[config.mk]
export PLATFORM = sky130hd
export DESIGN_NAME = vga_register_panel_flat
export DESIGN_NICKNAME = d
export VERILOG_FILES = /design/src/rtl/vga_panel_pkg.sv /design/src/rtl/vga_register_panel_if.sv /design/src/rtl/vga_panel_hit.sv /design/src/rtl/vga_register_panel.sv /design/src/flat_wrapper.sv
export SDC_FILE = /design/constraint.sdc
export NUM_CORES = 1
export LEC_CHECK = 0
export CELL_PAD_IN_SITES_DETAIL_PLACEMENT = 0
export CELL_PAD_IN_SITES_GLOBAL_PLACEMENT = 1
export CORE_MARGIN = 4
export CORE_UTILIZATION = 35
export CTS_BUF_LIST = sky130_fd_sc_hd__clkbuf_8
export CTS_CLUSTER_DIAMETER = 50
export DETAILED_ROUTE_END_ITERATION = 6
export PLACE_DENSITY_LB_ADDON = 0.1
export SETUP_SLACK_MARGIN = 0.2
export SYNTH_ARGS = -nofsm -noshare
export SYNTH_HDL_FRONTEND = slang
export SYNTH_SLANG_ARGS = --single-unit
[constraint.sdc]
create_clock -name clk -period 13.5 [get_ports clk]
set_input_delay 2.7 -clock clk [delete_from_list [all_inputs] [get_ports clk]]
set_output_delay 2.7 -clock clk [all_outputs]
set_load 0.03 [all_outputs]
[src/rtl/vga_panel_pkg.sv]
// Shared constants and helpers for the register display panel: coordinate width,
// 3-bit {R,G,B} palette and expansion of a palette entry to 24-bit RGB.
package vga_panel_pkg;

  localparam int unsigned COORD_W = 11;

  typedef logic [2:0] colour_t;

  localparam colour_t COL_OFF  = 3'b000;
  localparam colour_t COL_ONE  = 3'b100;
  localparam colour_t COL_ZERO = 3'b001;
  localparam colour_t COL_HL   = 3'b110;

  function automatic logic [23:0] expand_rgb(input colour_t c);
    return {{8{c[2]}}, {8{c[1]}}, {8{c[0]}}};
  endfunction

endpackage

[src/rtl/vga_register_panel_if.sv]
// Pixel-side bus of the register panel: register taps and raster position in,
// overlay pixel and its valid flag out.
interface vga_register_panel_if #(
  parameter int unsigned NUM_CH = 8,
  parameter int unsigned WIDTH  = 8
);
  import vga_panel_pkg::*;

  logic [NUM_CH*WIDTH-1:0] data_in;
  logic [COORD_W-1:0]      vga_h;
  logic [COORD_W-1:0]      vga_v;
  logic [23:0]             pixel_out;
  logic                    display_on;

  modport master (output data_in, vga_h, vga_v, input pixel_out, display_on);
  modport slave  (input data_in, vga_h, vga_v, output pixel_out, display_on);

endinterface

[src/rtl/vga_panel_hit.sv]
// Stage-1 geometry decoder: maps the raster position to a (channel, bit) box
// using parallel range compares, registered with synchronous reset.
module vga_panel_hit
  import vga_panel_pkg::*;
#(
  parameter int unsigned  NUM_CH    = 8,
  parameter int unsigned  WIDTH     = 8,
  parameter logic [10:0]  START_H   = 11'd50,
  parameter logic [10:0]  START_V   = 11'd10,
  parameter int unsigned  ROW_PITCH = 30,
  parameter int unsigned  BIT_PITCH = 20,
  parameter int unsigned  BOX_SIZE  = 16,
  localparam int unsigned CH_W      = (NUM_CH > 1) ? $clog2(NUM_CH) : 1,
  localparam int unsigned BIT_W     = (WIDTH > 1) ? $clog2(WIDTH) : 1
) (
  input  logic               clk,
  input  logic               reset,
  input  logic [COORD_W-1:0] vga_h,
  input  logic [COORD_W-1:0] vga_v,
  output logic               hit,
  output logic [CH_W-1:0]    ch_idx,
  output logic [BIT_W-1:0]   bit_idx
);

  logic             row_hit;
  logic             col_hit;
  logic [CH_W-1:0]  row_sel;
  logic [BIT_W-1:0] col_sel;

  // Compares run in 32 bits so box edges past the 11-bit raster simply never match.
  function automatic logic in_span(input logic [COORD_W-1:0] pos, input int unsigned lo);
    return (32'(pos) >= lo) && (32'(pos) < lo + BOX_SIZE);
  endfunction

  always_comb begin
    row_hit = 1'b0;
    row_sel = '0;
    for (int unsigned c = 0; c < NUM_CH; c++) begin
      if (!row_hit && in_span(vga_v, 32'(START_V) + c * ROW_PITCH)) begin
        row_hit = 1'b1;
        row_sel = CH_W'(c);
      end
    end
  end

  always_comb begin
    col_hit = 1'b0;
    col_sel = '0;
    for (int unsigned b = 0; b < WIDTH; b++) begin
      if (!col_hit && in_span(vga_h, 32'(START_H) + (WIDTH - 1 - b) * BIT_PITCH)) begin
        col_hit = 1'b1;
        col_sel = BIT_W'(b);
      end
    end
  end

  always_ff @(posedge clk) begin
    if (reset) begin
      hit     <= 1'b0;
      ch_idx  <= '0;
      bit_idx <= '0;
    end else begin
      hit     <= row_hit && col_hit;
      ch_idx  <= row_sel;
      bit_idx <= col_sel;
    end
  end

endmodule

[src/rtl/vga_register_panel.sv]
// Register panel overlay: per-frame snapshot of NUM_CH x WIDTH register taps drawn as
// coloured bit boxes, 2-clock pixel pipeline. Define VGA_REGISTER_PANEL_CHANGE_HL_EN to highlight changed bits.
module vga_register_panel
  import vga_panel_pkg::*;
#(
  parameter int unsigned NUM_CH      = 8,
  parameter int unsigned WIDTH       = 8,
  parameter logic [10:0] START_H     = 11'd50,
  parameter logic [10:0] START_V     = 11'd10,
  parameter int unsigned ROW_PITCH   = 30,
  parameter int unsigned BIT_PITCH   = 20,
  parameter int unsigned BOX_SIZE    = 16,
  parameter int unsigned HOLD_FRAMES = 30
) (
  input  logic                 clk,
  input  logic                 reset,
  vga_register_panel_if.slave  bus
);

  localparam int unsigned CH_W  = (NUM_CH > 1) ? $clog2(NUM_CH) : 1;
  localparam int unsigned BIT_W = (WIDTH > 1) ? $clog2(WIDTH) : 1;

  if (HOLD_FRAMES < 1 || BOX_SIZE > ROW_PITCH || BOX_SIZE > BIT_PITCH) begin : g_bad_params
    $error("vga_register_panel: BOX_SIZE must fit both pitches and HOLD_FRAMES must be >= 1");
  end

  logic             frame_start;
  logic             hit;
  logic [CH_W-1:0]  ch_idx;
  logic [BIT_W-1:0] bit_idx;
  logic [WIDTH-1:0] live [NUM_CH];
  logic [WIDTH-1:0] snap [NUM_CH];
  colour_t          colour;

  assign frame_start = (bus.vga_h == '0) && (bus.vga_v == '0);

  always_comb begin
    for (int unsigned c = 0; c < NUM_CH; c++) begin
      live[c] = bus.data_in[c*WIDTH +: WIDTH];
    end
  end

  vga_panel_hit #(
    .NUM_CH    (NUM_CH),
    .WIDTH     (WIDTH),
    .START_H   (START_H),
    .START_V   (START_V),
    .ROW_PITCH (ROW_PITCH),
    .BIT_PITCH (BIT_PITCH),
    .BOX_SIZE  (BOX_SIZE)
  ) u_hit (
    .clk     (clk),
    .reset   (reset),
    .vga_h   (bus.vga_h),
    .vga_v   (bus.vga_v),
    .hit     (hit),
    .ch_idx  (ch_idx),
    .bit_idx (bit_idx)
  );

  always_ff @(posedge clk) begin
    if (reset) begin
      for (int unsigned c = 0; c < NUM_CH; c++) snap[c] <= '0;
    end else if (frame_start) begin
      for (int unsigned c = 0; c < NUM_CH; c++) snap[c] <= live[c];
    end
  end

`ifdef VGA_REGISTER_PANEL_CHANGE_HL_EN
  localparam int unsigned CNT_W = $clog2(HOLD_FRAMES + 1);

  logic [WIDTH-1:0] mask [NUM_CH];
  logic [CNT_W-1:0] cnt  [NUM_CH];

  // Diff is taken against the outgoing snapshot; a fresh change replaces the mask and restarts the hold.
  always_ff @(posedge clk) begin
    if (reset) begin
      for (int unsigned c = 0; c < NUM_CH; c++) begin
        mask[c] <= '0;
        cnt[c]  <= '0;
      end
    end else if (frame_start) begin
      for (int unsigned c = 0; c < NUM_CH; c++) begin
        if ((live[c] ^ snap[c]) != '0) begin
          mask[c] <= live[c] ^ snap[c];
          cnt[c]  <= CNT_W'(HOLD_FRAMES);
        end else if (cnt[c] != '0) begin
          cnt[c] <= cnt[c] - CNT_W'(1);
          if (cnt[c] == CNT_W'(1)) mask[c] <= '0;
        end
      end
    end
  end
`endif

  always_comb begin
    colour = COL_OFF;
    if (hit) begin
      colour = snap[ch_idx][bit_idx] ? COL_ONE : COL_ZERO;
`ifdef VGA_REGISTER_PANEL_CHANGE_HL_EN
      if (mask[ch_idx][bit_idx]) colour = COL_HL;
`endif
    end
  end

  always_ff @(posedge clk) begin
    if (reset) begin
      bus.pixel_out  <= '0;
      bus.display_on <= 1'b0;
    end else begin
      bus.pixel_out  <= expand_rgb(colour);
      bus.display_on <= hit;
    end
  end

endmodule

[src/flat_wrapper.sv]
// flat-port wrapper written by rule: the top's interface ports become plain ports
module vga_register_panel_flat import vga_panel_pkg::*;
#(
  parameter int unsigned NUM_CH      = 8,
  parameter int unsigned WIDTH       = 8,
  parameter logic [10:0] START_H     = 11'd50,
  parameter logic [10:0] START_V     = 11'd10,
  parameter int unsigned ROW_PITCH   = 30,
  parameter int unsigned BIT_PITCH   = 20,
  parameter int unsigned BOX_SIZE    = 16,
  parameter int unsigned HOLD_FRAMES = 30
)
  (clk, reset, bus_data_in, bus_vga_h, bus_vga_v, bus_pixel_out, bus_display_on);
  vga_register_panel_if #(.NUM_CH(NUM_CH), .WIDTH(WIDTH)) bus_i ();
  input  logic clk;
  input  logic reset;
  input wire logic [$bits(bus_i.data_in)-1:0] bus_data_in;
  input wire logic [$bits(bus_i.vga_h)-1:0] bus_vga_h;
  input wire logic [$bits(bus_i.vga_v)-1:0] bus_vga_v;
  output wire logic [$bits(bus_i.pixel_out)-1:0] bus_pixel_out;
  output wire logic [$bits(bus_i.display_on)-1:0] bus_display_on;
  assign bus_i.data_in = bus_data_in;
  assign bus_i.vga_h = bus_vga_h;
  assign bus_i.vga_v = bus_vga_v;
  assign bus_pixel_out = bus_i.pixel_out;
  assign bus_display_on = bus_i.display_on;
  vga_register_panel #(.NUM_CH(NUM_CH), .WIDTH(WIDTH), .START_H(START_H), .START_V(START_V), .ROW_PITCH(ROW_PITCH), .BIT_PITCH(BIT_PITCH), .BOX_SIZE(BOX_SIZE), .HOLD_FRAMES(HOLD_FRAMES)) u_core (.clk(clk), .reset(reset), .bus(bus_i));
endmodule
==> impl_metrics.py, run 1 <==
metrics = {
    "critical_path": {
        "worstSetupPathType": "in -> reg",
        "critical-path-top-delay-family": "buffers and inverters",
        "end_kind": "register",
        "crit_required_ns": 13.48,
        "worst-path-buf-inv": 2,
        "worstPathMaxFanout": 64,
        "startpoint": "bus_vga_h[4]",
        "start_kind": "input port",
        "cp_slowest_cell": "clkdlybuf4s50_1",
        "slowest_delay_ns": 0.73,
        "path_cells": "clkdlybuf4s50_1 -> nor4_1 -> nand3_1 -> o31ai_4 -> buf_4",
        "arrival_ns": 4.94,
    },
    "power": {
        "p_seq_share_pct": 55.4,
        "switchingPower_mw": 0.112,
        "internal_power_mw": 0.362,
        "comb_power_share_pct": 12.8,
        "p_leak_nw": 1.75,
        "switching_share_pct": 23.6,
        "p_per_area_nw_per_um2": 91.1,
        "peakVddDrop_mv": 0.0378,
        "p_clk_share_pct": 31.7,
    },
    "yosys": {
        "yosysWarnings": 0,
        "yosysSeqAreaShare_pct": 52.8,
        "yosys_most_used_dff": "edfxtp_1",
        "synth_seq_cells": 74,
        "async_reset_ff_share_pct": 0,
        "syn-cell-area_um2": 4020,
        "synth_edf_count": 64,
        "synth.avg_cell_area_um2": 12.1,
        "syn_inst": 332,
        "synth_cell_types": 51,
    },
    "global_routing": {
        "gr-total-overflow": 0,
        "antenna_found_initial": 0,
        "grt_pass1_wl_um": 13600,
        "grt_usage_pct": 13.5,
        "grt_max_degree": 65,
        "grt_pass1_vias": 2694,
    },
    "clocking": {
        "cts_resized": 0,
        "post-cts-setup-buffer-count": 0,
        "insertion_delay_ns": 0.34,
        "numCtsBuffers": 9,
        "clkTransAtPathRegs_ns": 0.08,
        "numClockSinks": 74,
        "cts_tree": "yes",
        "cts_buffer_depth": 2,
        "ctsHoldBuffers": 0,
        "clock-root-buffer": "clkbuf_8",
        "htree_levels": 3,
    },
    "timing": {
        "rsz0062_at_grt": "false",
        "hold_viol": 0,
        "setup_slack_ns": 8.54,
        "setup_viol": 0,
        "clock_skew_ns": 0.00213,
        "fmax_ghz": 0.202,
        "drv_slew": 0,
        "period_share_pct": 36.7,
        "worst_hold_slack_ns": 0.478,
        "max_slew_margin_pct": 34.8,
        "finalSetupTns_ns": 0,
        "worst_slew_pin_slew_ns": 0.977,
        "fin_crit_ns": 4.96,
    },
    "final_layout": {
        "antenna_cells": 0,
        "drive_gt1_share_pct": 8.41,
        "layout_common_cells": "clkdlybuf4s50_1 (104), edfxtp_1 (64), and2_1 (50), nor2b_1 (22), nand2_1 (19)",
        "final_common_cell": "clkdlybuf4s50_1",
        "finish.net_count": 499,
        "syn2layout_area_growth_pct": 29.5,
        "num-fill-cells": 1031,
        "fin_util_pct": 47.2,
    },
    "placement": {
        "port_buffers": 104,
        "dp_hpwl_um": 6220,
        "place.gp.congestion": 0.718,
        "pre_cts_slack_ns": 8.17,
    },
    "detailed_routing": {
        "dr.pass1.iters": 4,
        "drt-initial-drc-count": 96,
        "drc": 0,
        "post_drt_wl_per_cell_um": 15.5,
        "routed_wl_um": 8620,
        "num_vias": 2705,
        "ant_nets": 0,
        "via_per_inst": 4.87,
    },
    "hold_path": {
        "hold_path.class": "reg -> reg",
        "worstHoldStart": "u_core.u_hit.hit",
    },
    "die": {
        "core_area_um2": 11000,
        "fp.dieW_um": 115,
        "die_area_um2": 13300,
        "core.rowCount": 38,
        "chipHeight_um": 115,
        "start_util_pct": 36.4,
        "pin_count": 113,
    },
    "outcome": {
        "status": "completed",
    },
    "flow_run": {
        "maxCapViolations": 0,
    },
}
[layout make-up]
type                       count  area, µm²  area share, %
clock inverter                 7       53.8           1.03
multi-input combinational    214       1650           31.7
clock buffer                   9        124           2.38
timing repair buffer         106       1060           20.3
sequential                    74       2120           40.8
tap                          140        175           3.36
inverter                       6       22.5          0.433
[logic make-up after synthesis]
family / count (synthesis) / synth area share, %
other: 1 / 0.0933
XOR/XNOR: 4 / 0.872
AND/OR/NAND/NOR: 133 / 19.4
AO/OA/AOI/OAI: 45 / 7.85
buffers and inverters: 51 / 7.29
multiplexers: 22 / 11.2
adder cells (fa/ha/maj): 2 / 0.498
flip-flops: 74 / 52.8
[final timing paths]
path / endpoint / slack, ns / cells past startpoint
hold / removal: u_core.bus.display_on / 0.48 / 1
setup reg to reg: u_core.bus.pixel_out[6] / 11.08 / 6
hold reg to reg: u_core.bus.display_on / 0.48 / 1
setup / recovery: u_core.snap[7][1] / 8.54 / 5
[cell usage after synthesis, drive strengths merged, types with 5 or more instances]
master / n / area [µm²]
mux2i: 5 / 50.1
dfxtp: 10 / 200
nor2b: 22 / 138
clkbuf: 16 / 63.8
buf: 29 / 206
edfxtp: 64 / 1920
a31oi: 5 / 31.3
a21oi: 12 / 60.1
inv: 6 / 22.5
nor4: 5 / 52.6
nand2: 19 / 71.3
and2: 50 / 313
nor2: 9 / 33.8
mux4: 16 / 387
nor3: 6 / 30.0
o21ai: 7 / 38.8
nand3: 11 / 55.1
[power groups by stage]
stage / clock (mW) / sequential [mW] / combinational [mW]
2_1_floorplan: 0 / 0.267 / 0.0314
3_3_place_gp: 0 / 0.268 / 0.0610
3_5_place_dp: 0 / 0.268 / 0.0613
4_1_cts: 0.157 / 0.263 / 0.0616
5_1_grt: 0.168 / 0.264 / 0.0665
6_report: 0.151 / 0.263 / 0.0609
[state kept, by name (all words and copies together), names as in the netlist, named ones only]
register,flops
u_core.bus.pixel_out,2
u_core.bus.display_on,1
u_core.snap,64
u_core.u_hit.bit_idx,3
u_core.u_hit.hit,1
[per-stage QoR]
step,cells,power (mW),area [µm²]
after CTS,556,0.481,5210
after floorplan,339,0.299,4050
after global routing,556,0.499,5210
final,556,0.474,5210
after global placement,540,0.329,5030
after detailed placement,540,0.330,5030
[layer usage]
metal / vias up / part of all wire, % / global-route usage [%]
met2: 92 / 47 / 20.9
met5: - / 0 / 0
met3: 6 / 6.7 / 4.58
li1: 1352 / - / -
met1: 1255 / 45 / 18.3
met4: 0 / 0.68 / 3.29
(Power assumes the default switching activity.)
==> run 2, diff against run 1 <==
clock period = 5.1 ns   (was 13.5 ns; I/O delays follow)
==> impl_metrics.py, run 2 (same netlist as run 1, synthesis figures left out) <==
metrics = {
    "critical_path": {
        "worstPathMaxFanout": 25,
        "end_kind": "register",
        "arrival_ns": 3.72,
        "rr_worst_depth": 6,
        "worstSetupPathType": "in -> reg",
        "start_kind": "input port",
        "crit_required_ns": 5.32,
    },
    "clocking": {
        "insertion_delay_ns": 0.34,
        "cts_resized": 0,
        "ctsHoldBuffers": 0,
        "htree_levels": 3,
        "clkTransAtPathRegs_ns": 0.08,
        "cts_buffer_depth": 2,
        "cts_tree": "yes",
        "clock-root-buffer": "clkbuf_8",
        "post-cts-setup-buffer-count": 0,
        "numCtsBuffers": 9,
        "numClockSinks": 74,
    },
    "timing": {
        "clock_skew_ns": 0.00458,
        "max_slew_margin_pct": 33.2,
        "worst_hold_slack_ns": 0.487,
        "setup_viol": 0,
        "finalSetupTns_ns": 0,
        "fmax_ghz": 0.286,
        "drv_slew": 0,
        "hold_viol": 0,
        "period_share_pct": 68.6,
        "worst_slew_pin_slew_ns": 1.00,
        "rsz0062_at_grt": "false",
        "fin_crit_ns": 3.50,
    },
    "detailed_routing": {
        "ant_nets": 0,
        "drt-initial-drc-count": 97,
        "drc": 0,
        "dr.pass1.iters": 4,
        "routed_wl_um": 8790,
        "num_vias": 2760,
        "via_per_inst": 4.96,
        "post_drt_wl_per_cell_um": 15.8,
    },
    "global_routing": {
        "grt_pass1_wl_um": 13600,
        "gr-total-overflow": 0,
        "top_usage_layer": "met2",
        "met1_usage_pct": 17.8,
        "antenna_found_initial": 0,
        "grt_pass1_vias": 2713,
        "grt_max_degree": 65,
        "met3_usage_pct": 3.16,
        "grt_usage_pct": 13.4,
        "met2_usage_pct": 21.8,
    },
    "placement": {
        "port_buffers": 104,
        "place.gp.congestion": 0.810,
        "dp.cells": 541,
        "dp_hpwl_um": 6270,
    },
    "final_layout": {
        "final_common_cell": "clkdlybuf4s50_1",
        "drive_gt1_share_pct": 7.91,
        "largest_register_ffs": 64,
        "finish.net_count": 500,
        "num-fill-cells": 1015,
        "largest-register": "u_core.snap",
        "final_cells": 557,
        "fin_util_pct": 47.8,
        "layout_common_cells": "clkdlybuf4s50_1 (104), edfxtp_1 (64), and2_1 (50), nor2b_1 (22), nand2_1 (19)",
        "reg_top3": "u_core.snap: 64 flops, u_core.u_hit.bit_idx: 3 flops, u_core.bus.pixel_out: 2 flops",
        "syn2layout_area_growth_pct": 31.1,
        "antenna_cells": 0,
    },
    "die": {
        "core.rowCount": 38,
        "pin_count": 113,
        "core_area_um2": 11000,
        "start_util_pct": 36.4,
        "die_area_um2": 13300,
        "chipHeight_um": 115,
        "fp.dieW_um": 115,
    },
    "power": {
        "p_per_area_nw_per_um2": 263,
        "p_leak_nw": 1.79,
        "peakVddDrop_mv": 0.129,
    },
    "flow_run": {
        "maxCapViolations": 0,
    },
    "outcome": {
        "status": "completed",
    },
    "hold_path": {
        "hold_path.class": "reg -> reg",
        "min_path_cells": 1,
    },
}
[run 2: cell count changes in the layout (fill, tap and decap cells not counted), sizes merged]
cell,change
buf,+1
bufinv,+3
clkinvlp,-2
inv,-1
[run 2: worst max-delay path: stages]
cell and delay, ns:
clkdlybuf4s50_1 0.75, nor4_1 0.33, nand3_1 0.24, nor4_4 0.83
buf_4 0.37, and2_1 0.16
[run 2: final cells by class]
cell class              instances  area [µm²]  area share [%]
well taps                     140         175            3.32
repair buffers                107        1060            20.2
flip-flops and latches         74        2120            40.3
clock inverters                 7         109            2.07
clock buffers                   9         124            2.35
inverters                       6        22.5           0.427
multi-input cells             214        1650            31.4
[run 2: report_power, final]
part | switching (mW) | internal [mW] | total (mW)
Combinational | 0.0705 | 0.0933 | 0.164
Sequential | 0.00894 | 0.687 | 0.696
Clock | 0.204 | 0.320 | 0.524
[run 2: layer usage]
| layer | vias to the layer above | share of wire (%) |
|---|---|---|
| met5 | - | 0 |
| met4 | 0 | 0.99 |
| met3 | 9 | 6.6 |
| met2 | 104 | 48 |
| met1 | 1296 | 45 |
| li1 | 1351 | - |
[run 2: worst paths after layout]
kind                    startpoint                  endpoint  slack [ns]
setup / recovery      bus_vga_h[4]         u_core.snap[3][1]        1.60
hold / removal    u_core.u_hit.hit     u_core.bus.display_on        0.49
setup reg to reg          register  u_core.bus.pixel_out[16]        2.69
hold reg to reg   u_core.u_hit.hit     u_core.bus.display_on        0.49
[run 2: through the flow]
| step | power (mW) | setup slack [ns] | instance area [µm²] |
|---|---|---|---|
| after floorplan | 0.789 | 1.34 | 4060 |
| after global placement | 0.873 | 1.30 | 5040 |
| after detailed placement | 0.874 | 1.19 | 5040 |
| after CTS | 1.40 | 1.55 | 5270 |
| after global routing | 1.44 | 1.34 | 5270 |
| final | 1.38 | 1.60 | 5270 |
